**config.mk**
```make
export PLATFORM = sky130hd
export DESIGN_NAME = vga_rect_arbiter
export DESIGN_NICKNAME = d
export VERILOG_FILES = /design/src/rtl/vga_rect_arbiter.sv
export SDC_FILE = /design/constraint.sdc
export NUM_CORES = 1
export LEC_CHECK = 0
export BUFFER_PORTS_ARGS = -buffer_cell sky130_fd_sc_hd__buf_2
export CORE_MARGIN = 2
export CORE_UTILIZATION = 53
export CTS_CLUSTER_SIZE = 28
export DETAILED_ROUTE_END_ITERATION = 6
export PLACE_DENSITY = 0.89
export REMOVE_ABC_BUFFERS = 1
export SLEW_MARGIN = 20
export SYNTH_ARGS = -nofsm -noshare
export SYNTH_HDL_FRONTEND = slang
export SYNTH_SLANG_ARGS = --single-unit
```
**constraint.sdc**
```tcl
create_clock -name clock -period 4.1 [get_ports clock]
set_input_delay 0.205 -clock clock [delete_from_list [all_inputs] [get_ports clock]]
set_output_delay 0.205 -clock clock [all_outputs]
set_load 0.05 [all_outputs]
```
**src/rtl/vga_rect_arbiter.sv**
```systemverilog
// Arbitrates NUM_REQ solid-rectangle fill requests onto the VGA adapter pixel port, one pixel per clock.
// Define VGA_RECT_ARB_FIXED_PRIO_EN for fixed lowest-index priority; the default is round-robin.
module vga_rect_arbiter #(
  parameter int NUM_REQ = 4,
  parameter int SCR_W   = 160,
  parameter int SCR_H   = 120
) (
  input  logic                 clock,
  input  logic                 resetn,
  input  logic [NUM_REQ-1:0]   req,
  input  logic [8*NUM_REQ-1:0] rect_x,
  input  logic [7*NUM_REQ-1:0] rect_y,
  input  logic [8*NUM_REQ-1:0] rect_w,
  input  logic [7*NUM_REQ-1:0] rect_h,
  input  logic [6*NUM_REQ-1:0] rect_colour,
  output logic [NUM_REQ-1:0]   gnt,
  output logic [NUM_REQ-1:0]   done,
  output logic                 busy,
  output logic [7:0]           x,
  output logic [6:0]           y,
  output logic [5:0]           colour,
  output logic                 plot
);

  localparam int IW  = (NUM_REQ > 1) ? $clog2(NUM_REQ) : 1;
  localparam int IW1 = IW + 1;
  localparam logic [NUM_REQ-1:0] ONE = NUM_REQ'(1);
  localparam logic [8:0] SW9 = 9'(SCR_W);
  localparam logic [7:0] SH8 = 8'(SCR_H);

  typedef enum logic [1:0] {IDLE, GRANT, DRAW, DONE} state_t;

  typedef struct packed {
    logic [7:0] x;
    logic [6:0] y;
    logic [7:0] w;
    logic [6:0] h;
    logic [5:0] col;
  } rect_req_t;

  // Latched rectangle; cx/cy run one bit wider so x0+w / y0+h never wrap.
  typedef struct packed {
    logic [8:0] x0;
    logic [8:0] x_last;
    logic [7:0] y_last;
    logic [5:0] col;
  } rect_t;

  rect_req_t fld [NUM_REQ];

  for (genvar i = 0; i < NUM_REQ; i++) begin : g_fld
    assign fld[i] = {rect_x[8*i +: 8], rect_y[7*i +: 7], rect_w[8*i +: 8],
                     rect_h[7*i +: 7], rect_colour[6*i +: 6]};
  end

  state_t           state_q, state_d;
  logic [IW-1:0]    win_q, win_d;
  logic [IW-1:0]    ptr_q, ptr_d;
  rect_t            rect_q, rect_d;
  logic [8:0]       cx_q, cx_d;
  logic [7:0]       cy_q, cy_d;
  logic [NUM_REQ-1:0] gnt_d, done_d;
  logic             busy_d, plot_d;
  logic [7:0]       x_d;
  logic [6:0]       y_d;
  logic [5:0]       colour_d;
  rect_req_t        sel;

  // Round-robin pick: rotate req so the pointer lands on bit 0, take the first set bit.
  logic [NUM_REQ-1:0] req_rot;
  logic [IW-1:0]      rot_off;
  logic               found;
  logic [IW:0]        win_sum;
  logic [IW-1:0]      pick;

  always_comb begin
    req_rot = NUM_REQ'({req, req} >> ptr_q);
    rot_off = '0;
    found   = 1'b0;
    for (int k = 0; k < NUM_REQ; k++) begin
      if (!found && req_rot[k]) begin
        found   = 1'b1;
        rot_off = IW'(k);
      end
    end
    win_sum = {1'b0, ptr_q} + {1'b0, rot_off};
    pick    = (win_sum >= IW1'(NUM_REQ)) ? IW'(win_sum - IW1'(NUM_REQ)) : IW'(win_sum);
  end

  assign sel = fld[win_q];

`ifndef VGA_RECT_ARB_FIXED_PRIO_EN
  logic [IW:0] ptr_inc;
  assign ptr_inc = {1'b0, win_q} + IW1'(1);
`endif

  always_comb begin
    state_d  = state_q;
    win_d    = win_q;
    ptr_d    = ptr_q;
    rect_d   = rect_q;
    cx_d     = cx_q;
    cy_d     = cy_q;
    gnt_d    = '0;
    done_d   = '0;
    busy_d   = busy;
    x_d      = x;
    y_d      = y;
    colour_d = colour;
    plot_d   = 1'b0;
    case (state_q)
      IDLE: begin
        if (|req) begin
          win_d   = pick;
          gnt_d   = ONE << pick;
          busy_d  = 1'b1;
          state_d = GRANT;
        end
      end
      GRANT: begin
        rect_d.x0     = {1'b0, sel.x};
        rect_d.x_last = {1'b0, sel.x} + {1'b0, sel.w} - 9'd1;
        rect_d.y_last = {1'b0, sel.y} + {1'b0, sel.h} - 8'd1;
        rect_d.col    = sel.col;
        cx_d          = {1'b0, sel.x};
        cy_d          = {1'b0, sel.y};
        if (sel.w == '0 || sel.h == '0) begin
          done_d  = ONE << win_q;
          state_d = DONE;
        end else begin
          x_d      = sel.x;
          y_d      = sel.y;
          colour_d = sel.col;
          plot_d   = ({1'b0, sel.x} < SW9) && ({1'b0, sel.y} < SH8);
          state_d  = DRAW;
        end
      end
      DRAW: begin
        if (cx_q == rect_q.x_last && cy_q == rect_q.y_last) begin
          done_d  = ONE << win_q;
          state_d = DONE;
        end else begin
          if (cx_q == rect_q.x_last) begin
            cx_d = rect_q.x0;
            cy_d = cy_q + 8'd1;
          end else begin
            cx_d = cx_q + 9'd1;
          end
          x_d    = cx_d[7:0];
          y_d    = cy_d[6:0];
          plot_d = (cx_d < SW9) && (cy_d < SH8);
        end
      end
      DONE: begin
        busy_d  = 1'b0;
        state_d = IDLE;
`ifdef VGA_RECT_ARB_FIXED_PRIO_EN
        ptr_d   = '0;
`else
        ptr_d   = (ptr_inc == IW1'(NUM_REQ)) ? '0 : IW'(ptr_inc);
`endif
      end
      default: state_d = IDLE;
    endcase
  end

  always_ff @(posedge clock or negedge resetn) begin
    if (!resetn) begin
      state_q <= IDLE;
      win_q   <= '0;
      ptr_q   <= '0;
      rect_q  <= '0;
      cx_q    <= '0;
      cy_q    <= '0;
      gnt     <= '0;
      done    <= '0;
      busy    <= 1'b0;
      x       <= '0;
      y       <= '0;
      colour  <= '0;
      plot    <= 1'b0;
    end else begin
      state_q <= state_d;
      win_q   <= win_d;
      ptr_q   <= ptr_d;
      rect_q  <= rect_d;
      cx_q    <= cx_d;
      cy_q    <= cy_d;
      gnt     <= gnt_d;
      done    <= done_d;
      busy    <= busy_d;
      x       <= x_d;
      y       <= y_d;
      colour  <= colour_d;
      plot    <= plot_d;
    end
  end

endmodule

```
* Yosys cells after proc, flatten, opt, wreduce, memory -nomap -nowiden
Cells that the tools add are included.
** Cells by class
- $add $sub $neg :: 9
- Muxes and demuxes :: 41
- Bitwise logic cells :: 2
- Equality and inequality tests :: 10
- Shifts and indexed selects :: 3
- Magnitude comparators :: 6
- Reductions and logical operators :: 22
** Operators by type and width (count)
- 36-bit binary-select mux with 2-bit select :: 1
- 36-bit 2-to-1 mux :: 2
- 8-bit 2-to-1 mux :: 6
- 9-bit 2-to-1 mux :: 4
- 8-bit case mux with 2 select lines :: 2
- 9-bit case mux with 2 select lines :: 1
- 4-bit 2-to-1 mux :: 4
- 7-bit 2-to-1 mux :: 2
- 7-bit case mux with 2 select lines :: 1
- 2-bit 2-to-1 mux :: 6
- 2-bit AND reduction :: 5
- 8-bit by 8-bit adder with 9-bit output :: 1
- 9-bit by 1-bit adder with 9-bit output (second input constant) :: 1
- 9-bit == test :: 1
- 9-bit by 8-bit less-than comparator with 1-bit output (second input constant) :: 1
- 9-bit by 1-bit subtractor with 9-bit output (second input constant) :: 1
- 7-bit by 7-bit adder with 8-bit output :: 1
- 8-bit by 1-bit adder with 8-bit output (second input constant) :: 1
- 8-bit == test :: 1
- 8-bit logical NOT :: 1
- 8-bit by 7-bit less-than comparator with 1-bit output (second input constant) :: 1
- 8-bit less-than comparator (second input constant) :: 1
- 1-bit 2-to-1 mux :: 8
- 2-bit != test (second input constant) :: 4
- other kinds (24) :: 36
** Storage, ports and cells
- Logic and storage cells :: 108
- Register bits :: 79

* Longest topological paths before layout
Gate-level depths: netlist of run 1.
- Depth in word-level cells :: 17
- Mapped depth :: 15
- Depth with buffers taken out :: 13

* Worst setup path before layout of run 1
Ideal clock, no wire load.
- Kind :: reg2reg
- From :: register win_q[0]
- To :: register rect_q[22] in the netlist's numbering
- Arrival time :: 3293 ps
- Slack :: 737 ps
- Cell stages (with the launch flop) :: 14
- Period minus slack after synthesis :: 3363 ps
- Cell sequence :: dfrtp_1 buf_4 buf_2 mux4_2 inv_1 ha_1 inv_1 ha_1 a21o_1 a21oi_1 o21ai_1 a211o_1 a2111o_1 nand4_1
** Between the ends
- Cells in the longest elaborated chain, start to end :: 6
** RTL lines
- start, declared :: RTL line 57 : logic [IW-1:0] win_q, win_d;
- start signal, assigned :: RTL line 184 : win_q <= win_d;
- 2-bit inverter with 3-bit output (not written as such) :: RTL line 90 : assign sel = fld[win_q];
- 36-bit binary-select mux with 2-bit select :: RTL line 90
- 36-bit 2-to-1 mux (not written as such) (2 in series) :: RTL line 90
- 8-bit by 8-bit adder with 9-bit output :: RTL line 122 : rect_d.x_last = {1'b0, sel.x} + {1'b0, sel.w} - 9'd1;
- 9-bit by 1-bit subtractor with 9-bit output :: RTL line 122
- end signal, assigned :: RTL line 186 : rect_q <= rect_d;
- end, declared :: RTL line 59 : rect_t rect_q, rect_d;
Every way passes these cells. The select of a mux whose other input is x is not followed.
A chain may end at the register's enable or synchronous reset.

* Worst setup path after layout of run 1
- From :: register win_q[1]
- To :: register rect_q[22] in the netlist's numbering
The elaborated chain is that of the path after synthesis.

==> impl_metrics.env, run 1 <==
export IMPL_synth_edf_count=0
export IMPL_fin_crit_ps=3505
export IMPL_ys_warnings_count=0
export IMPL_synth_flop_cell="dfrtp_1"
export IMPL_fmax_ghz=0.2853
export IMPL_synth_cell_types=64
export IMPL_routed_wirelength_um=15970
export IMPL_endpoint_kind="flop"
export IMPL_placedInstanceArea_mm2=0.006993
export IMPL_routedWlPerCell_um=18.11
export IMPL_drt_iter0_markers=392
export IMPL_vias=5237
export IMPL_cts_resized=0
export IMPL_p_int_mw=3.828
export IMPL_setup_viol=0
export IMPL_start_util_pct=54.93
export IMPL_holdBufCountCts=0
export IMPL_cts_tree="yes"
export IMPL_drive_gt1_share_pct=37.47
export IMPL_register_area_mm2=0.001978
export IMPL_slew_headroom_pct=35.57
export IMPL_nets=928
export IMPL_finalHoldViolations=0
export IMPL_grt_pass1_wl_um=26650
export IMPL_required_ps=4370
export IMPL_antenna_found_initial=0
export IMPL_ctsLongestPathBuffers=2
export IMPL_drc_errors=0
export IMPL_multi_input_area_mm2=0.003588
export IMPL_holdWs_ps=290.1
export IMPL_pwr_share_seq_pct=21.6
export IMPL_crit_arrival_ps=3780
export IMPL_tns_ps=0
export IMPL_combinationalPowerShare_pct=67.1
export IMPL_die_area_mm2=0.01220
export IMPL_clockPowerShare_pct=11.3
export IMPL_synth_cells=569
export IMPL_fp_row_count=38
export IMPL_grt_pass1_vias=5405
export IMPL_syn_mean_instance_area_um2=10.56
export IMPL_p_sw_mw=3.468
export IMPL_fp_dieW_um=110.5
export IMPL_fin_area_mm2=0.007307
export IMPL_leakage_nw=3.583
export IMPL_p_per_area_mw_per_mm2=998.6
export IMPL_hp_class="in -> reg"
export IMPL_ios=181
export IMPL_drt_first_pass_iters=5
export IMPL_synth_seq_area_share_pct=32.91
export IMPL_critPathKind="reg -> reg"
export IMPL_fillCellCount=804
export IMPL_max_cap_violations=0
export IMPL_core_region_area_mm2=0.01094
export IMPL_yosys_area_top_type_share_pct=32.91
export IMPL_cts_made_buffers=9
export IMPL_status="finished clean"
export IMPL_rsz0062_at_grt="false"
export IMPL_clock_latency_ps=350
export IMPL_ir_drop_mv=0.5233
export IMPL_diodes=0
export IMPL_io_buffers=180
export IMPL_swShare_pct=47.53
export IMPL_synth_area_leaders="dfrtp_1 (33%), mux4_2 (13%), ha_1 (8.1%)"
export IMPL_syn_area_mm2=0.006007
export IMPL_gp_congestion=0.9444
export IMPL_cts_num_sinks=79
export IMPL_cp_start_kind="flop"
export IMPL_clkSlewWorstSetupHoldPaths_ps=60
export IMPL_tightest_slew_ps=963.4
export IMPL_cts_root_buf="clkbuf_16"
export IMPL_ant_nets=0
export IMPL_yosysTopAreaCell="dfrtp_1"
export IMPL_syn2layout_area_growth_pct=21.64
export IMPL_cts_max_level=3
export IMPL_die_h_um=110.5
export IMPL_ys_seq_elements=79
export IMPL_overflow=0
export IMPL_grt_start_max_net_pins=80
export IMPL_grt_total_usage_pct=26.85
export IMPL_skew_ps=12.54
export IMPL_slew_viol_final=0
export IMPL_avgViaCountPerCell=5.938
export IMPL_dp_hpwl_um=12440
export IMPL_async_flop_share_pct=100.0
export IMPL_cts_setup_buffers=0
export IMPL_setup_slack_ps=595.0
export IMPL_fin_crit_sh_pct=85.49
export IMPL_pre_cts_ws_ps=744.2
export IMPL_crit_fanout=13
-- layout make-up --
| class | instances | share of cell area [%] |
|---|---|---|
| repair buffers | 186 | 13.24 |
| flip-flops and latches | 79 | 27.07 |
| well taps | 140 | 2.397 |
| inverters | 79 | 4.075 |
| clock inverters | 4 | 0.7363 |
| clock buffers | 12 | 3.373 |
| multi-input cells | 382 | 49.11 |
-- per-layer routing --
metal	GRT usage, %	vias up	routed length, µm	share of wire [%]
met1	32.45	2533	6115	38
li1	-	2362	-	-
met5	0	-	0	0
met3	6.586	53	1357	8.5
met4	12.17	0	508	3.2
met2	45.44	289	7990	50
-- power groups by stage --
stage               Clock (mW)  Combinational (mW)  Sequential, mW
floorplan                    0                3.20            2.02
global placement             0                4.56            1.55
detailed placement           0                4.79            1.57
CTS                      0.830                4.85            1.56
global route             0.859                5.36            1.63
finish                   0.824                4.90            1.58
-- cells by family (layout without fill, tap and decap cells) --
group           after synthesis  count (layout)  share of synthesized area, %
flops                        79              79                         32.91
xor+xnor                     35              35                         5.228
compound gates               83              83                         9.144
buf+inv                     108             281                         7.352
mux                          98              98                         25.45
simple gates                125             125                         11.12
fa+ha+maj                    41              41                         8.790
-- cells in the final DEF (no fill, tap or decap), drive strengths merged, types with 5 or more instances in the layout --
cell	n
nand3	7
xor2	12
a31oi	9
ha	39
and2	8
xnor2	23
nand4	12
inv	78
mux4	36
o21ai	25
mux2	51
mux2i	11
clkbuf	12
o31ai	6
nor4	6
a21oi	14
nand2	42
buf	185
nor2	22
o22ai	5
a21boi	5
dfrtp	79
nor2b	5
nor3	9
-- final timing paths --
path,startpoint,end,slack (ps),cells past startpoint
min in group asynchronous,resetn,x[2],460,2
worst min-delay path,rect_colour[12],colour[0],290,3
worst max register to register,win_q[1],rect_q[22],600,12
worst min register to register,x[5],x[5],480,1
max in group asynchronous,resetn,win_q[0],3090,2
worst max-delay path,win_q[1],rect_q[22],600,12
-- worst max-delay path: stages, from the launching register on --
cell,delay (ps)
dfrtp_1,670
buf_4,300
mux4_2,360
inv_1,120
ha_1,210
inv_1,70
ha_1,270
a21o_1,200
a21oi_1,280
o21ai_1,130
a211o_1,330
a2111o_1,380
nand4_1,100
-- Yosys cell counts, types with 2 or more instances --
master     n
buf_6      2
nand4_1   12
nor3b_1    3
nor4_2     3
a21boi_1   3
mux2_1    21
nor4_1     2
o31ai_1    6
xnor2_1   23
mux2_2    21
buf_2      7
or4_1      2
nor2_1    21
or3_1      2
and3_1     3
and2_1     8
nand2b_1   2
a31oi_1    8
a21boi_0   2
clkbuf_1  17
o22ai_1    5
inv_1     77
mux4_2    36
o21ai_0   11
nor3_1     8
fa_1       2
mux2_4     9
nand3_1    6
xor2_1    11
nor2b_1    5
a21o_1     3
nand2_1   42
a21oi_1   14
ha_1      39
buf_4      3
mux2i_1   11
o21ai_1   14
dfrtp_1   79
-- state kept, by name (all words and copies together), names as in the netlist --
register,count
state_q,2
colour,6
cx_q,9
done,4
cy_q,8
y,7
win_q,2
busy,1
plot,1
gnt,4
x,8
ptr_q,2
rect_q,25
-- stage by stage --
step	total power, mW	std cells	util (%)
3_5_place_dp	6.358	865	63.95
5_1_grt	7.852	882	66.82
4_1_cts	7.249	881	66.69
6_report	7.296	882	66.82
2_1_floorplan	5.229	540	-
3_3_place_gp	6.108	865	63.95
No activity file was read; power rests on OpenSTA's default activity.
==> run 2: changes to the inputs <==
Settings changed: ABC_CLOCK_PERIOD_IN_PS set to 4100, CELL_PAD_IN_SITES_DETAIL_PLACEMENT set to 1, CELL_PAD_IN_SITES_GLOBAL_PLACEMENT set to 1, CORE_ASPECT_RATIO set to 1.4, CORE_UTILIZATION 53 to 40, PLACE_DENSITY 0.89 to 0.88.
==> impl_metrics.env, run 2 (same netlist as run 1, synthesis figures left out) <==
export IMPL_setup_viol=0
export IMPL_leakage_nw=3.640
export IMPL_r2r_start="win_q[0]"
export IMPL_multi_input_area_mm2=0.003588
export IMPL_top_register="rect_q"
export IMPL_vias=5226
export IMPL_antenna_found_initial=0
export IMPL_drt_iter0_markers=188
export IMPL_clkSlewWorstSetupHoldPaths_ps=70
export IMPL_holdBufCountCts=0
export IMPL_grt_pass1_vias=5953
export IMPL_routed_wirelength_um=19230
export IMPL_pwr_share_seq_pct=20.7
export IMPL_combinationalPowerShare_pct=65.4
export IMPL_drc_errors=0
export IMPL_routedWlPerCell_um=20.55
export IMPL_tightest_slew_ps=991.4
export IMPL_r2r_slack_ps=500
export IMPL_grt_pass1_wl_um=31070
export IMPL_finalHoldViolations=0
export IMPL_fin_crit_sh_pct=87.80
export IMPL_core_region_area_mm2=0.01485
export IMPL_diodes=0
export IMPL_rsz0062_at_grt="false"
export IMPL_clockPowerShare_pct=13.9
export IMPL_hold_start="rect_colour[3]"
export IMPL_fmax_ghz=0.2778
export IMPL_layout_commonest_cell="buf_2"
export IMPL_hold_end="colour[3]"
export IMPL_ios=181
export IMPL_nets=930
export IMPL_grt_total_usage_pct=25.17
export IMPL_start_util_pct=40.44
export IMPL_cts_resized=0
export IMPL_p_sw_mw=3.690
export IMPL_overflow=0
export IMPL_avgViaCountPerCell=5.583
export IMPL_skew_ps=9.456
export IMPL_ir_drop_mv=0.5161
export IMPL_register_area_mm2=0.001978
export IMPL_cts_made_buffers=9
export IMPL_drt_first_pass_iters=4
export IMPL_fin_crit_ps=3600
export IMPL_ant_nets=0
export IMPL_gp_congestion=0.8608
export IMPL_swShare_pct=47.54
export IMPL_holdPathStages=3
export IMPL_largest_reg_flops=25
export IMPL_holdWs_ps=294.6
export IMPL_cp_start_kind="flop"
export IMPL_clock_latency_ps=350
export IMPL_drive_gt1_share_pct=37.90
export IMPL_final_cell_mix="buf_2 (179), dfrtp_1 (78), inv_1 (77)"
export IMPL_max_cap_violations=0
export IMPL_fp_row_count=53
export IMPL_io_buffers=180
export IMPL_critPathKind="reg -> reg"
export IMPL_reg_top3="rect_q (25), cx_q (9)"
export IMPL_fillCellCount=1706
export IMPL_slew_headroom_pct=33.69
export IMPL_tns_ps=0
export IMPL_endpoint_kind="flop"
export IMPL_grt_start_max_net_pins=80
export IMPL_cts_tree="yes"
export IMPL_cts_setup_buffers=0
export IMPL_die_area_mm2=0.01603
export IMPL_cts_max_level=3
export IMPL_ctsLongestPathBuffers=2
export IMPL_crit_fanout=17
export IMPL_rr_endpoint="rect_q[13]"
export IMPL_crit_arrival_ps=3810
export IMPL_r2r_cells=14
export IMPL_p_int_mw=4.071
export IMPL_die_h_um=149
export IMPL_hp_class="in -> reg"
export IMPL_required_ps=4310
export IMPL_status="finished clean"
export IMPL_fp_dieW_um=107.6
export IMPL_dp_hpwl_um=14830
export IMPL_syn2layout_area_growth_pct=24.31
export IMPL_slew_viol_final=0
export IMPL_cts_num_sinks=79
export IMPL_p_per_area_mw_per_mm2=1039
export IMPL_cts_root_buf="clkbuf_16"
run 2: cell types whose count changed in the layout (fill, tap and decap cells not counted), sizes merged:
cell / delta
clkinv: +1
clkinvlp: -2
buf: +2
clkbuf: -3
bufinv: +4
run 2: power by group through the flow:
stage          sequential (mW)  clock (mW)  combinational (mW)
2_1_floorplan             2.02           0                3.20
3_3_place_gp              1.58           0                4.68
3_5_place_dp              1.61           0                4.96
4_1_cts                   1.61        1.08                5.09
5_1_grt                   1.67        1.12                5.55
6_report                  1.61        1.08                5.07
run 2: worst max-delay path by stage:
stage              from    endpoint  slack, ps  cells after the start
6_report       win_q[0]  rect_q[13]        500                     14
5_1_grt        win_q[0]  rect_q[13]        200                     14
4_1_cts        win_q[0]  rect_q[13]        460                     14
3_5_place_dp   win_q[0]  rect_q[13]        460                     14
3_3_place_gp   win_q[0]  rect_q[13]        740                     14
2_1_floorplan  win_q[0]  rect_q[22]        -40                     11
run 2: final cells by class:
| class | count | share of cell area (%) |
|---|---|---|
| multi-input cells | 382 | 48.06 |
| flip-flops and latches | 79 | 26.49 |
| repair buffers | 188 | 12.99 |
| inverters | 79 | 3.988 |
| well taps | 192 | 3.217 |
| clock buffers | 9 | 3.016 |
| clock inverters | 7 | 2.245 |
run 2: worst max-delay path, stage by stage (launching register included):
cell and delay (ps):
dfrtp_2 720, buf_4 280, mux4_2 530, inv_1 80
ha_1 230, inv_1 80, ha_1 170, inv_1 60
fa_1 410, nor2b_1 190, o21ai_1 110, a21boi_1 220
o21ai_1 100, a21boi_0 190, o31ai_1 90
run 2: per-stage QoR:
step / util [%] / cell area [µm²] / power [mW] / setup WS [ps] / instances
4_1_cts: 50.18 / 7453 / 7.782 / 457.8 / 935
3_3_place_gp: 47.53 / 7061 / 6.264 / 744.3 / 919
3_5_place_dp: 47.53 / 7061 / 6.566 / 458.7 / 919
5_1_grt: 50.27 / 7467 / 8.343 / 202.2 / 936
6_report: 50.27 / 7467 / 7.761 / 500.4 / 936
2_1_floorplan: - / 5863 / 5.229 / -36.98 / 540
run 2: metal layers:
layer | track usage [%] | up-vias | wire (µm)
met4 | 12.82 | 0 | 852
met2 | 44.34 | 157 | 10230
met1 | 27.77 | 2656 | 7197
met3 | 6.335 | 63 | 955
met5 | 0 | - | 0
li1 | - | 2350 | -
